==> src/rtl/peak_phase_detect.sv <==
// peak_phase_detect: tracks the strongest reference-channel bin of each FFT
// frame and reports every channel's samples at that bin.
// Optional feature macro: PEAK_INTERP_EN adds the peak_bin-1/peak_bin+1
// reference magnitudes on peak_mag_lo/peak_mag_hi; without it both read 0.
module peak_phase_detect #(
    parameter int FFT_DEPTH = 11,
    parameter int FFT_WIDTH = 25,
    parameter int N_CH      = 2,
    parameter int BIN_LO    = 1,
    parameter int BIN_HI    = 2**FFT_DEPTH/2-1
) (
    input  logic                      clk,
    input  logic                      reset,
    input  logic                      sink_sop,
    input  logic                      sink_eop,
    input  logic                      sink_valid,
    input  logic [N_CH*FFT_WIDTH-1:0] sink_re,
    input  logic [N_CH*FFT_WIDTH-1:0] sink_im,
    output logic                      peak_valid,
    output logic [FFT_DEPTH-1:0]      peak_bin,
    output logic [FFT_WIDTH:0]        peak_mag,
    output logic [N_CH*FFT_WIDTH-1:0] peak_re,
    output logic [N_CH*FFT_WIDTH-1:0] peak_im,
    output logic [FFT_WIDTH:0]        peak_mag_lo,
    output logic [FFT_WIDTH:0]        peak_mag_hi,
    output logic                      frame_err
);

    localparam logic [FFT_DEPTH-1:0] BIN_LAST = '1;
    localparam logic [FFT_DEPTH-1:0] WIN_LO   = FFT_DEPTH'(BIN_LO);
    localparam logic [FFT_DEPTH-1:0] WIN_HI   = FFT_DEPTH'(BIN_HI);

    typedef enum logic [1:0] {
        S_IDLE = 2'd0,
        S_RUN  = 2'd1,
        S_DONE = 2'd2
    } state_t;

    // Absolute value widened by one bit so the most negative input is exact.
    function automatic logic [FFT_WIDTH:0] abs_f(input logic [FFT_WIDTH-1:0] v);
        logic [FFT_WIDTH:0] x;
        x = {v[FFT_WIDTH-1], v};
        if (v[FFT_WIDTH-1]) begin
            abs_f = (~x) + {{FFT_WIDTH{1'b0}}, 1'b1};
        end else begin
            abs_f = x;
        end
    endfunction

    state_t                  state_r, nxt_state_s;
    logic [FFT_DEPTH-1:0]    bin_r, cur_bin_s;
    logic                    beat_s, start_s, err_s, upd_s;
    logic [FFT_WIDTH:0]      mag_s;

    logic [FFT_DEPTH-1:0]    best_bin_r, stage_bin_r;
    logic [FFT_WIDTH:0]      best_mag_r, stage_mag_r;
    logic [N_CH*FFT_WIDTH-1:0] best_re_r, best_im_r, stage_re_r, stage_im_r;
    logic                    pend_r;

    assign mag_s = abs_f(sink_re[FFT_WIDTH-1:0]) + abs_f(sink_im[FFT_WIDTH-1:0]);

    // Running-peak update: first window bin always seeds, later bins need a strictly larger magnitude.
    assign upd_s = beat_s && (cur_bin_s >= WIN_LO) && (cur_bin_s <= WIN_HI) &&
                   ((cur_bin_s == WIN_LO) || (mag_s > best_mag_r));

    // Framing state register.
    always_ff @(posedge clk or posedge reset) begin
        if (reset) begin
            state_r <= S_IDLE;
        end else begin
            state_r <= nxt_state_s;
        end
    end

    // Beat acceptance, bin numbering and framing-violation detection.
    always_comb begin
        nxt_state_s = state_r;
        beat_s      = 1'b0;
        start_s     = 1'b0;
        err_s       = 1'b0;
        cur_bin_s   = bin_r;
        if (sink_valid && sink_sop) begin
            beat_s    = 1'b1;
            start_s   = 1'b1;
            cur_bin_s = '0;
            err_s     = (state_r == S_RUN);
        end else if (sink_valid && (state_r == S_RUN)) begin
            beat_s = 1'b1;
        end else begin
            beat_s = 1'b0;
        end
        if (beat_s) begin
            if (sink_eop && (cur_bin_s == BIN_LAST)) begin
                nxt_state_s = S_DONE;
            end else if (sink_eop || (cur_bin_s == BIN_LAST)) begin
                err_s       = 1'b1;
                nxt_state_s = S_IDLE;
            end else begin
                nxt_state_s = S_RUN;
            end
        end else if (state_r == S_DONE) begin
            nxt_state_s = S_IDLE;
        end else begin
            nxt_state_s = state_r;
        end
    end

    // Bin counter and running peak capture for the frame in progress.
    always_ff @(posedge clk or posedge reset) begin
        if (reset) begin
            bin_r      <= '0;
            best_bin_r <= '0;
            best_mag_r <= '0;
            best_re_r  <= '0;
            best_im_r  <= '0;
        end else begin
            if (beat_s) begin
                bin_r <= cur_bin_s + {{(FFT_DEPTH-1){1'b0}}, 1'b1};
            end
            if (upd_s) begin
                best_bin_r <= cur_bin_s;
                best_mag_r <= mag_s;
                best_re_r  <= sink_re;
                best_im_r  <= sink_im;
            end
        end
    end

    // Two-stage result path: snapshot during DONE, publish one cycle later.
    always_ff @(posedge clk or posedge reset) begin
        if (reset) begin
            pend_r      <= 1'b0;
            stage_bin_r <= '0;
            stage_mag_r <= '0;
            stage_re_r  <= '0;
            stage_im_r  <= '0;
            peak_valid  <= 1'b0;
            peak_bin    <= '0;
            peak_mag    <= '0;
            peak_re     <= '0;
            peak_im     <= '0;
            frame_err   <= 1'b0;
        end else begin
            pend_r     <= (state_r == S_DONE);
            peak_valid <= pend_r;
            frame_err  <= err_s;
            if (state_r == S_DONE) begin
                stage_bin_r <= best_bin_r;
                stage_mag_r <= best_mag_r;
                stage_re_r  <= best_re_r;
                stage_im_r  <= best_im_r;
            end
            if (pend_r) begin
                peak_bin <= stage_bin_r;
                peak_mag <= stage_mag_r;
                peak_re  <= stage_re_r;
                peak_im  <= stage_im_r;
            end
        end
    end

`ifdef PEAK_INTERP_EN
    logic [FFT_WIDTH:0] prev_mag_r, lo_r, hi_r, stage_lo_r, stage_hi_r;
    logic               need_hi_r;

    // Neighbour magnitudes: lower one from the previous beat, upper one from the beat after the peak.
    always_ff @(posedge clk or posedge reset) begin
        if (reset) begin
            prev_mag_r <= '0;
            lo_r       <= '0;
            hi_r       <= '0;
            need_hi_r  <= 1'b0;
        end else begin
            if (beat_s) begin
                prev_mag_r <= mag_s;
            end
            if (upd_s) begin
                lo_r      <= (cur_bin_s == '0) ? '0 : prev_mag_r;
                hi_r      <= '0;
                need_hi_r <= (cur_bin_s != BIN_LAST);
            end else if (start_s) begin
                need_hi_r <= 1'b0;
            end else if (beat_s && need_hi_r) begin
                hi_r      <= mag_s;
                need_hi_r <= 1'b0;
            end
        end
    end

    // Neighbour magnitudes follow the same snapshot/publish timing as the peak.
    always_ff @(posedge clk or posedge reset) begin
        if (reset) begin
            stage_lo_r  <= '0;
            stage_hi_r  <= '0;
            peak_mag_lo <= '0;
            peak_mag_hi <= '0;
        end else begin
            if (state_r == S_DONE) begin
                stage_lo_r <= lo_r;
                stage_hi_r <= hi_r;
            end
            if (pend_r) begin
                peak_mag_lo <= stage_lo_r;
                peak_mag_hi <= stage_hi_r;
            end
        end
    end
`else
    assign peak_mag_lo = '0;
    assign peak_mag_hi = '0;
`endif

endmodule

==> config.mk <==
export PLATFORM = sky130hd
export DESIGN_NAME = peak_phase_detect
export DESIGN_NICKNAME = d
export VERILOG_FILES = /design/src/rtl/peak_phase_detect.sv
export SDC_FILE = /design/constraint.sdc
export NUM_CORES = 1
export LEC_CHECK = 0
export ABC_CLOCK_PERIOD_IN_PS = 46500
export CAP_MARGIN = 20
export CORE_MARGIN = 5
export CORE_UTILIZATION = 60
export CTS_BUF_LIST = sky130_fd_sc_hd__clkbuf_8
export DETAILED_ROUTE_END_ITERATION = 12
export HOLD_SLACK_MARGIN = 0.12
export PLACE_DENSITY = 0.92
export SYNTH_ARGS = -nofsm -noshare
export SYNTH_HDL_FRONTEND = slang
export SYNTH_SLANG_ARGS = --single-unit
==> constraint.sdc <==
create_clock -name clk -period 46.5 [get_ports clk]
set_input_delay 13.95 -clock clk [delete_from_list [all_inputs] [get_ports clk]]
set_output_delay 13.95 -clock clk [all_outputs]
set_load 0.05 [all_outputs]
==> results of run 1 <==
==> state kept, by name, summed over array words and instances, names as in the netlist <==
name,count
pend_r,1
frame_err,1
stage_bin_r,11
peak_mag,26
best_mag_r,26
bin_r,11
peak_valid,1
peak_re,50
state_r,2
stage_im_r,50
peak_bin,11
peak_im,50
best_bin_r,11
stage_mag_r,26
stage_re_r,50
best_re_r,50
best_im_r,50
==> cells in the final DEF (no fill, tap or decap), drive strengths merged, types with 7 or more instances in the layout <==
| cell type | n |
|---|---|
| nand3 | 8 |
| nor2 | 27 |
| ha | 55 |
| o31ai | 16 |
| nand4 | 12 |
| nor3 | 13 |
| clkdlybuf4s50 | 243 |
| mux2 | 390 |
| inv | 68 |
| buf | 14 |
| or3 | 11 |
| a31oi | 7 |
| a21o | 13 |
| conb | 52 |
| xor2 | 16 |
| xnor2 | 55 |
| nand2b | 9 |
| o21ai | 49 |
| nand2 | 85 |
| a21oi | 46 |
| dfrtp | 427 |
| clkinv | 8 |
| clkbuf | 81 |
==> stage by stage <==
| step | util | instances |
|---|---|---|
| CTS | 0.737 | 2186 |
| detailed placement | 0.692 | 2067 |
| floorplan | - | 1524 |
| finish | 0.740 | 2191 |
| global route | 0.740 | 2191 |
| global placement | 0.692 | 2067 |
==> layer usage <==
metal,up-vias,share of wire,track usage
li1,5654,-,-
met2,352,0.49,0.406
met1,6204,0.41,0.316
met5,-,0,0
met3,96,0.057,0.0546
met4,0,0.040,0.100
==> area by class of cell <==
type	instances	share of cell area
Multi-Input combinational cell	944	0.344
Inverter	41	0.00690
Timing Repair Buffer	257	0.112
Sequential cell	427	0.457
Clock inverter	38	0.0121
Antenna cell	1	0.000107
Tap cell	402	0.0215
Clock buffer	81	0.0476
==> worst min-delay path by stage <==
stage,slack (ns),to,cells past startpoint
final,0.48,peak_re[24],1
after global routing,0.49,peak_re[12],1
after CTS,0.48,peak_re[24],1
after detailed placement,0.47,best_bin_r[10],1
after global placement,0.46,best_bin_r[7],2
after floorplan,0.37,peak_valid,0
==> cell usage after synthesis (3+ instances only) <==
library cell    n
nor4_1          3
nor3b_1         3
or3_1          10
ha_1           55
o21ai_0        47
nand2b_1        9
or4_1           5
a211oi_1        6
nand4_1        12
mux2_1         89
a21oi_1        46
nand3b_1        3
nand2_1        85
inv_1          41
and2_1          4
nor2_1         27
o21bai_1        4
clkbuf_1       45
xnor2_1        55
or2_2           5
o211ai_1        5
nor3_1         13
mux2_2        301
and3_1          5
xor2_1         16
o31ai_1        14
nor2b_1         3
buf_4          52
a31oi_1         7
a21o_1         13
nand3_1         8
buf_2          13
dfrtp_1       427
==> power by group through the flow <==
stage	sequential, mW	combinational [mW]	clock [mW]
final	0.469	0.231	0.326
after global routing	0.477	0.257	0.353
after CTS	0.469	0.231	0.334
after detailed placement	0.474	0.227	0
after global placement	0.469	0.216	0
after floorplan	0.462	0.177	0
==> cells by family (layout without fill, tap and decap cells) <==
family / count (synthesis) / in the layout / share of synthesized area
DFF: 427 / 427 / 0.554
muxes: 392 / 392 / 0.229
and+or+nand+nor: 207 / 207 / 0.0541
AOI/OAI and AO/OA: 166 / 166 / 0.0540
buffers and inverters: 153 / 417 / 0.0407
xor gates and xnor gates: 71 / 71 / 0.0322
adders and majority gates: 56 / 56 / 0.0367
other: 1 / 53 / 0.000194
==> worst max-delay path: stages <==
cell,delay [ns]
clkdlybuf4s50_1,0.49
or4_1,0.58
or3_1,0.40
o41ai_1,0.41
xnor2_1,0.22
ha_1,0.36
a21oi_1,0.20
o21ai_0,0.17
a221oi_1,0.41
nand3b_1,0.13
a311oi_1,0.34
o21ba_2,0.22
nor2_1,0.04
ha_1,0.30
nand4_1,0.15
or4_1,0.59
o211ai_1,0.19
a211oi_1,0.13
o21ai_4,0.09
buf_4,0.64
buf_4,0.72
mux2_1,0.39
==> impl_metrics.py, run 1 <==
metrics = {
    "routing": {
        "post-route-drc-count": 0,
        "via_per_inst": 5.62,
        "drt-total-wl_um": 43900,
        "routedWlPerCell_um": 20.0,
        "dr_total_vias": 12300,
        "drt_first_pass_iters": 5,
        "drtIter0Drc": 584,
        "antenna_left": 0,
    },
    "die": {
        "dieWidth_um": 189,
        "dieHeight_um": 189,
        "core_area_um2": 31600,
        "die_area_um2": 35900,
        "io_pins": 296,
        "num_rows": 65,
        "start_util": 0.610,
    },
    "logic_synthesis": {
        "yosys.area.top_type": "dfrtp_1",
        "async_reset_ff_frac": 1.00,
        "synth-seq-cells": 427,
        "ys_types": 67,
        "synth_cells": 1473,
        "netlist_area_um2": 19300,
        "synth.area.top_cells": "dfrtp_1 (55%), mux2_2 (18%), mux2_1 (5.2%)",
        "synth_edf_count": 0,
        "synth_top_area_share": 0.554,
        "avgSynthCellArea_um2": 13.1,
        "ys_seq_area_frac": 0.554,
        "yosys_warnings": 0,
        "synth_ff_type": "dfrtp_1",
    },
    "clock_tree": {
        "cts-resized-gates": 0,
        "clk_latency_ns": 0.59,
        "htree_num_levels": 3,
        "postCtsSetupBuffers": 0,
        "cts.sinks": 427,
        "cts_tree": "done",
        "numCtsBuffers": 70,
        "path_clk_slew_ns": 0.06,
        "cts_root_buffer": "clkbuf_8",
        "cts_buffer_depth": 3,
        "hold_buffers": 0,
    },
    "finish": {
        "multiInputGateArea_um2": 8040,
        "areaGrowthSynthToFinish_pct": 21.3,
        "nets": 1902,
        "drive_above_1_share": 0.241,
        "fill_cells": 1979,
        "register_area_um2": 10700,
        "fin_area_um2": 23400,
    },
    "timing": {
        "worstMarginPinSlew_ns": 1.12,
        "finalMaxSlewViolations": 0,
        "max_freq_mhz": 48.2,
        "hold_viol_final": 0,
        "post-route-min-period_ns": 20.75,
        "rsz0062_at_grt": "no",
        "hold_slack_ns": 0.477,
        "fin_setup_tns_ns": 0,
        "setup_viol": 0,
        "relSlewSlack": 0.253,
        "post-route-period-util": 0.446,
        "skew_ns": 0.0479,
        "setup_slack_ns": 25.75,
    },
    "status": {
        "status": "complete, no violations",
    },
    "place": {
        "place.gp.congestion": 0.922,
        "place_ws_ns": 25.19,
        "dp_hpwl_um": 30500,
        "io_buffers": 243,
        "place_area_um2": 21900,
    },
    "critical_path": {
        "crit_path_start": "sink_im[7]",
        "critPathKind": "in2reg",
        "worstReg2RegStart": "best_mag_r[10]",
        "regToRegEndpoint": "best_re_r[24]",
        "arrival_ns": 21.17,
        "startpoint_type": "input pin",
        "critPathCaptureType": "flop",
        "cp-endpoint": "best_re_r[24]",
        "required_ns": 46.92,
        "reg2reg_slack_ns": 42.62,
        "worstRegToRegCells": 10,
        "crit_path_max_fanout": 63,
    },
    "grt": {
        "grt_pass1_wl_um": 70900,
        "antenna_found_initial": 1,
        "grt_pass1_vias": 13300,
        "overflow": 0,
        "grtUsageTotal": 0.245,
        "grt_max_degree": 135,
    },
    "power_and_ir_drop": {
        "p_seq_frac": 0.457,
        "power_mw": 1.03,
        "swShare": 0.304,
        "vdd_drop_max_v": 0.0000278,
        "combPwrFrac": 0.225,
        "powerDensity_nw_per_um2": 43.9,
        "p_int_mw": 0.715,
        "pwr-share-clk": 0.318,
        "power_switching_mw": 0.312,
        "p_leak_nw": 11.1,
    },
    "run": {
        "max-cap-violations": 0,
    },
    "worst_hold_path": {
        "worstHoldPathType": "reg2reg",
        "worstHoldStart": "stage_re_r[24]",
    },
}
Power figures use the tool's default switching activity.
==> run 2: changes to the inputs <==
==> config.mk (replaced) <==
export PLATFORM = sky130hd
export DESIGN_NAME = peak_phase_detect
export DESIGN_NICKNAME = d
export VERILOG_FILES = /design/src/rtl/peak_phase_detect.sv
export SDC_FILE = /design/constraint.sdc
export NUM_CORES = 1
export LEC_CHECK = 0
export ABC_CLOCK_PERIOD_IN_PS = 19600
export CAP_MARGIN = 20
export CORE_MARGIN = 5
export CORE_UTILIZATION = 56
export CTS_BUF_LIST = sky130_fd_sc_hd__clkbuf_8
export DETAILED_ROUTE_END_ITERATION = 12
export HOLD_SLACK_MARGIN = 0.12
export PLACE_DENSITY = 0.86
export SYNTH_ARGS = -nofsm -noshare
export SYNTH_HDL_FRONTEND = slang
export SYNTH_SLANG_ARGS = --single-unit
==> constraint.sdc (replaced) <==
create_clock -name clk -period 19.6 [get_ports clk]
set_input_delay 5.88 -clock clk [delete_from_list [all_inputs] [get_ports clk]]
set_output_delay 5.88 -clock clk [all_outputs]
set_load 0.05 [all_outputs]
==> run 2 against run 1 <==
Total power is 130% higher. Die area is 6.8% higher. Largest power group unchanged. Register-to-register slack worse by 27 ns. Critical endpoint is now best_re_r[14]. Sequential share of layout area is 0.059 points higher. Worst hold slack better by 0.0027 ns. Largest cell class unchanged.
==> impl_metrics.py, run 2 (synthesis gave the netlist of run 1 again) <==
metrics = {
    "timing": {
        "finalMaxSlewViolations": 0,
        "worstMarginPinSlew_ns": 1.18,
        "fin_setup_tns_ns": 0,
        "max_freq_mhz": 79.3,
        "hold_viol_final": 0,
        "setup_viol": 0,
        "hold_slack_ns": 0.480,
        "post-route-period-util": 0.643,
        "post-route-min-period_ns": 12.61,
        "skew_ns": 0.0405,
        "rsz0062_at_grt": "no",
        "relSlewSlack": 0.215,
    },
    "critical_path": {
        "worstRegToRegCells": 10,
        "crit_path_top_delay_cell": "buf_4",
        "critPathKind": "in2reg",
        "max_stage_delay_ns": 0.75,
        "arrival_ns": 13.08,
        "cp_cell_sequence": "clkdlybuf4s50_1 -> or4_1 -> or3_1 -> o31ai_2 -> nand3b_1 -> nand2_1 -> xnor2_1 -> ha_1 -> nand2_1 -> nor2_1 -> a221oi_1 -> nand3b_1 -> a311oi_1 -> o21ba_2 -> nor2_1 -> ha_1 -> nand4_1 -> or4_1 -> o211ai_1 -> a211oi_1 -> o21ai_4 -> buf_4 -> buf_4 -> mux2_1",
        "required_ns": 20.07,
        "critPathCaptureType": "flop",
        "worstReg2RegStart": "best_mag_r[23]",
        "crit_path_start": "sink_im[8]",
        "startpoint_type": "input pin",
        "crit_path_max_fanout": 63,
    },
    "routing": {
        "routedWlPerCell_um": 18.8,
        "antenna_left": 0,
        "drt_first_pass_iters": 5,
        "via_per_inst": 5.42,
        "post-route-drc-count": 0,
        "drt-total-wl_um": 42100,
        "drtIter0Drc": 552,
        "dr_total_vias": 12200,
    },
    "finish": {
        "drive_above_1_share": 0.240,
        "areaGrowthSynthToFinish_pct": 21.1,
        "register_area_um2": 10700,
        "final_cell_mix": "dfrtp_1 (426), mux2_2 (301), clkdlybuf4s50_1 (243), mux2_1 (89)",
        "fill_cells": 2464,
        "multiInputGateArea_um2": 8040,
        "nets": 1901,
        "layout_commonest_cell": "dfrtp_1",
        "final_core_util": 0.682,
    },
    "clock_tree": {
        "clk_latency_ns": 0.62,
        "path_clk_slew_ns": 0.06,
        "htree_num_levels": 3,
        "hold_buffers": 0,
        "cts_buffer_depth": 3,
        "cts.sinks": 427,
        "cts-resized-gates": 0,
        "cts_tree": "done",
        "cts_root_buffer": "clkbuf_8",
        "numCtsBuffers": 72,
        "postCtsSetupBuffers": 0,
    },
    "die": {
        "die_area_um2": 38300,
        "dieHeight_um": 196,
        "io_pins": 296,
        "core_area_um2": 34300,
        "dieWidth_um": 196,
        "start_util": 0.563,
        "num_rows": 68,
    },
    "power_and_ir_drop": {
        "vdd_drop_max_v": 0.0000722,
        "powerDensity_nw_per_um2": 103,
        "p_leak_nw": 11.0,
    },
    "place": {
        "io_buffers": 243,
        "place.gp.congestion": 0.932,
        "dp_hpwl_um": 29900,
    },
    "grt": {
        "antenna_found_initial": 2,
        "overflow": 0,
        "grt_pass1_vias": 12900,
        "grt_pass1_wl_um": 68600,
        "grtUsageTotal": 0.220,
        "grt_max_degree": 143,
    },
    "status": {
        "status": "complete, no violations",
    },
    "worst_hold_path": {
        "holdPathStages": 2,
        "worstHoldPathType": "reg2reg",
        "worstHoldStart": "best_re_r[1]",
    },
    "run": {
        "max-cap-violations": 0,
    },
}
-- run 2: cell types whose count changed in the layout (fill, tap and decap cells not counted), sizes merged, moves of 2 or more --
cell,before,now
clkbuf,81,85
clkinvlp,0,4
buf,14,11
inv,68,65
bufinv,3,1
-- run 2: cell type report --
| class | count | area share |
|---|---|---|
| sequential | 427 | 0.457 |
| multi-input combinational | 944 | 0.344 |
| timing repair buffer | 254 | 0.108 |
| clock buffer | 85 | 0.0500 |
| tap | 455 | 0.0244 |
| clock inverter | 36 | 0.00872 |
| inverter | 41 | 0.00690 |
| antenna | 2 | 0.000214 |
-- run 2: worst paths after layout --
kind | endpoint | slack, ns
worst min register to register | best_re_r[1] | 0.48
min in group asynchronous | peak_im[39] | 5.89
worst min-delay path | best_re_r[1] | 0.48
max in group asynchronous | stage_re_r[6] | 11.38
worst max-delay path | best_re_r[14] | 6.99
worst max register to register | best_re_r[14] | 15.79
-- run 2: worst max-delay path, delay by kind of cell --
| kind | cells | cell delay, ns |
|---|---|---|
| and+or+nand+nor | 10 | 2.37 |
| AOI/OAI and AO/OA | 7 | 1.83 |
| buffers and inverters | 3 | 1.75 |
| adders and majority gates | 2 | 0.61 |
| muxes | 1 | 0.40 |
| xor gates and xnor gates | 1 | 0.15 |
-- run 2: report_power, final --
part	internal, mW	switching (mW)	total [mW]
Combinational	0.244	0.296	0.541
Clock	0.407	0.342	0.749
Sequential	1.03	0.0822	1.11
-- run 2: through the flow --
step                      cell area, um^2  total power [mW]  instances  setup slack [ns]
after floorplan                     19500              1.52       1524              1.83
after global placement              22000              1.63       2120              6.57
after detailed placement            22000              1.67       2120              6.32
after CTS                           23300              2.43       2241              6.97
after global routing                23400              2.55       2244              6.41
final                               23400              2.40       2244              6.99
-- run 2: routing by layer --
| layer | wire length, um | share of wire | GRT usage | up-vias |
|---|---|---|---|---|
| met4 | 1210 | 0.029 | 0.0758 | 0 |
| li1 | - | - | - | 5656 |
| met2 | 20500 | 0.49 | 0.354 | 336 |
| met3 | 2650 | 0.063 | 0.0608 | 86 |
| met1 | 17800 | 0.42 | 0.290 | 6083 |
| met5 | 0 | 0 | 0.00383 | - |
==> run 3: changes to the inputs <==
==> config.mk (replaced) <==
export PLATFORM = sky130hd
export DESIGN_NAME = peak_phase_detect
export DESIGN_NICKNAME = d
export VERILOG_FILES = /design/src/rtl/peak_phase_detect.sv
export SDC_FILE = /design/constraint.sdc
export NUM_CORES = 1
export LEC_CHECK = 0
export ABC_CLOCK_PERIOD_IN_PS = 11560
export CAP_MARGIN = 20
export CORE_MARGIN = 5
export CORE_UTILIZATION = 51
export CTS_BUF_LIST = sky130_fd_sc_hd__clkbuf_8
export DETAILED_ROUTE_END_ITERATION = 12
export HOLD_SLACK_MARGIN = 0.12
export PLACE_DENSITY = 0.83
export SYNTH_ARGS = -nofsm -noshare
export SYNTH_HDL_FRONTEND = slang
export SYNTH_SLANG_ARGS = --single-unit
==> constraint.sdc (replaced) <==
create_clock -name clk -period 11.56 [get_ports clk]
set_input_delay 3.468 -clock clk [delete_from_list [all_inputs] [get_ports clk]]
set_output_delay 3.468 -clock clk [all_outputs]
set_load 0.05 [all_outputs]
==> run 3 against run 2 <==
Clock skew shrank 0.0040 ns. Worst hold slack worse by 0.0020 ns. Wire length up 2.6%. Register-to-register slack worse by 7.3 ns. Sequential share of layout area fell by 0.45 points. First-iteration DRC count is 5.6% higher. Sequential power increased by 69%. Clock power up 83%. Critical path type unchanged. Critical endpoint is now best_re_r[13].
==> impl_metrics.py, run 3 (synthesis gave the netlist of run 1 again) <==
metrics = {
    "power_and_ir_drop": {
        "power_mw": 4.18,
        "vdd_drop_max_v": 0.000118,
        "p_leak_nw": 11.1,
        "powerDensity_nw_per_um2": 177,
    },
    "routing": {
        "via_per_inst": 5.27,
        "post-route-drc-count": 0,
        "antenna_left": 0,
        "drt_first_pass_iters": 5,
        "dr_total_vias": 12100,
        "routedWlPerCell_um": 18.8,
        "drtIter0Drc": 583,
        "drt-total-wl_um": 43200,
    },
    "grt": {
        "grt_max_degree": 203,
        "antenna_found_initial": 2,
        "overflow": 0,
        "grt_pass1_wl_um": 70300,
        "grt_pass1_vias": 13000,
        "grtUsageTotal": 0.208,
    },
    "timing": {
        "fin_setup_tns_ns": 0,
        "finalMaxSlewViolations": 0,
        "relSlewSlack": 0.254,
        "max_freq_mhz": 105,
        "hold_viol_final": 0,
        "post-route-period-util": 0.822,
        "setup_slack_ns": 2.06,
        "hold_slack_ns": 0.478,
        "post-route-min-period_ns": 9.50,
        "skew_ns": 0.0365,
        "rsz0062_at_grt": "no",
        "setup_viol": 0,
        "worstMarginPinSlew_ns": 1.12,
    },
    "critical_path": {
        "arrival_ns": 9.96,
        "startpoint_type": "input pin",
        "critPathKind": "in2reg",
        "crit_buf_inv": 2,
        "path_delay_family": "simple AND/OR/NAND/NOR gates",
        "cp_cell_sequence": "clkdlybuf4s50_1 -> or4_1 -> or3_1 -> o31ai_2 -> nand3b_1 -> nand2_1 -> xnor2_1 -> ha_1 -> nand2_1 -> nor2_1 -> a221oi_1 -> nand3b_1 -> a311oi_1 -> o21ba_2 -> nor2_1 -> ha_1 -> nand4_1 -> or4_1 -> o211ai_1 -> a211oi_1 -> o21ai_4 -> buf_12 -> mux2_1",
        "reg2reg_slack_ns": 8.49,
        "crit_path_top_delay_cell": "or4_1",
        "regToRegEndpoint": "best_re_r[13]",
        "worstRegToRegCells": 9,
        "worstReg2RegStart": "best_mag_r[23]",
        "crit_path_max_fanout": 86,
        "max_stage_delay_ns": 0.62,
        "critPathCaptureType": "flop",
        "required_ns": 12.02,
    },
    "worst_hold_path": {
        "worstHoldPathType": "reg2reg",
        "holdPathStages": 2,
        "worstHoldStart": "best_bin_r[1]",
        "min_to": "best_bin_r[1]",
    },
    "clock_tree": {
        "clk_latency_ns": 0.61,
        "postCtsSetupBuffers": 0,
        "path_clk_slew_ns": 0.06,
        "cts_tree": "done",
        "numCtsBuffers": 73,
        "cts.sinks": 427,
        "cts-resized-gates": 0,
        "cts_root_buffer": "clkbuf_8",
        "hold_buffers": 0,
        "htree_num_levels": 3,
        "cts_buffer_depth": 3,
    },
    "die": {
        "core_area_um2": 37500,
        "dieWidth_um": 205,
        "io_pins": 296,
        "start_util": 0.515,
        "die_area_um2": 41800,
        "num_rows": 71,
        "dieHeight_um": 205,
    },
    "finish": {
        "layout_commonest_cell": "dfrtp_1",
        "nets": 1902,
        "areaGrowthSynthToFinish_pct": 22.3,
        "final_cells": 2305,
        "final_cell_mix": "dfrtp_1 (426), mux2_2 (301), clkdlybuf4s50_1 (243), clkbuf_8 (94), mux2_1 (89)",
        "drive_above_1_share": 0.246,
    },
    "place": {
        "placed_cells": 2176,
        "place_ws_ns": 1.13,
        "place.gp.congestion": 0.885,
        "dp_hpwl_um": 30500,
        "io_buffers": 243,
    },
    "run": {
        "max-cap-violations": 0,
    },
    "status": {
        "status": "complete, no violations",
    },
}
-- run 3: layer usage --
metal	global-route usage	part of all wire	vias to the layer above
met5	0	0.00028	-
met1	0.273	0.43	6121
met4	0.0778	0.029	2
met2	0.338	0.49	297
met3	0.0497	0.056	76
li1	-	-	5640
-- run 3: area by class of cell --
| type | count | area [um^2] |
|---|---|---|
| inverters | 41 | 158 |
| repair buffers | 254 | 2560 |
| flip-flops and latches | 427 | 10700 |
| well taps | 511 | 639 |
| diodes | 1 | 2.50 |
| clock buffers | 94 | 1290 |
| multi-input cells | 944 | 8040 |
| clock inverters | 33 | 219 |
| fillers | 2830 | 13900 |
-- run 3: worst reg2reg max path: stages, from the launching register on --
cell and delay (ns):
dfrtp_1 0.39, inv_1 0.06, ha_1 0.30, nand4_1 0.15, or4_1 0.62, o211ai_1 0.21, a211oi_1 0.14, o21ai_4 0.14
buf_12 0.37, mux2_1 0.54
-- run 3: worst max-delay path by stage --
stage               start        endpoint  slack (ns)  cells past startpoint
2_1_floorplan       reset   best_bin_r[0]        2.33                      1
3_3_place_gp   sink_re[3]    best_im_r[8]        1.24                     23
3_5_place_dp   sink_im[7]  best_mag_r[15]        1.13                     23
4_1_cts        sink_im[7]   best_mag_r[7]        1.77                     23
5_1_grt        sink_im[7]   best_re_r[13]        1.69                     22
6_report       sink_im[7]   best_re_r[13]        2.06                     23
-- run 3: per-stage QoR --
stage,util,cell area [um^2]
2_1_floorplan,-,19500
3_3_place_gp,0.589,22100
3_5_place_dp,0.589,22100
4_1_cts,0.629,23600
5_1_grt,0.630,23600
6_report,0.630,23600
-- run 3: power by group --
| group | switching, mW | leakage (nW) | internal, mW | total, mW |
|---|---|---|---|---|
| logic | 0.506 | 4.60 | 0.421 | 0.927 |
| clock network | 0.595 | 0.850 | 0.777 | 1.37 |
| registers | 0.141 | 5.66 | 1.74 | 1.88 |
| total | 1.24 | 11.1 | 2.94 | 4.18 |
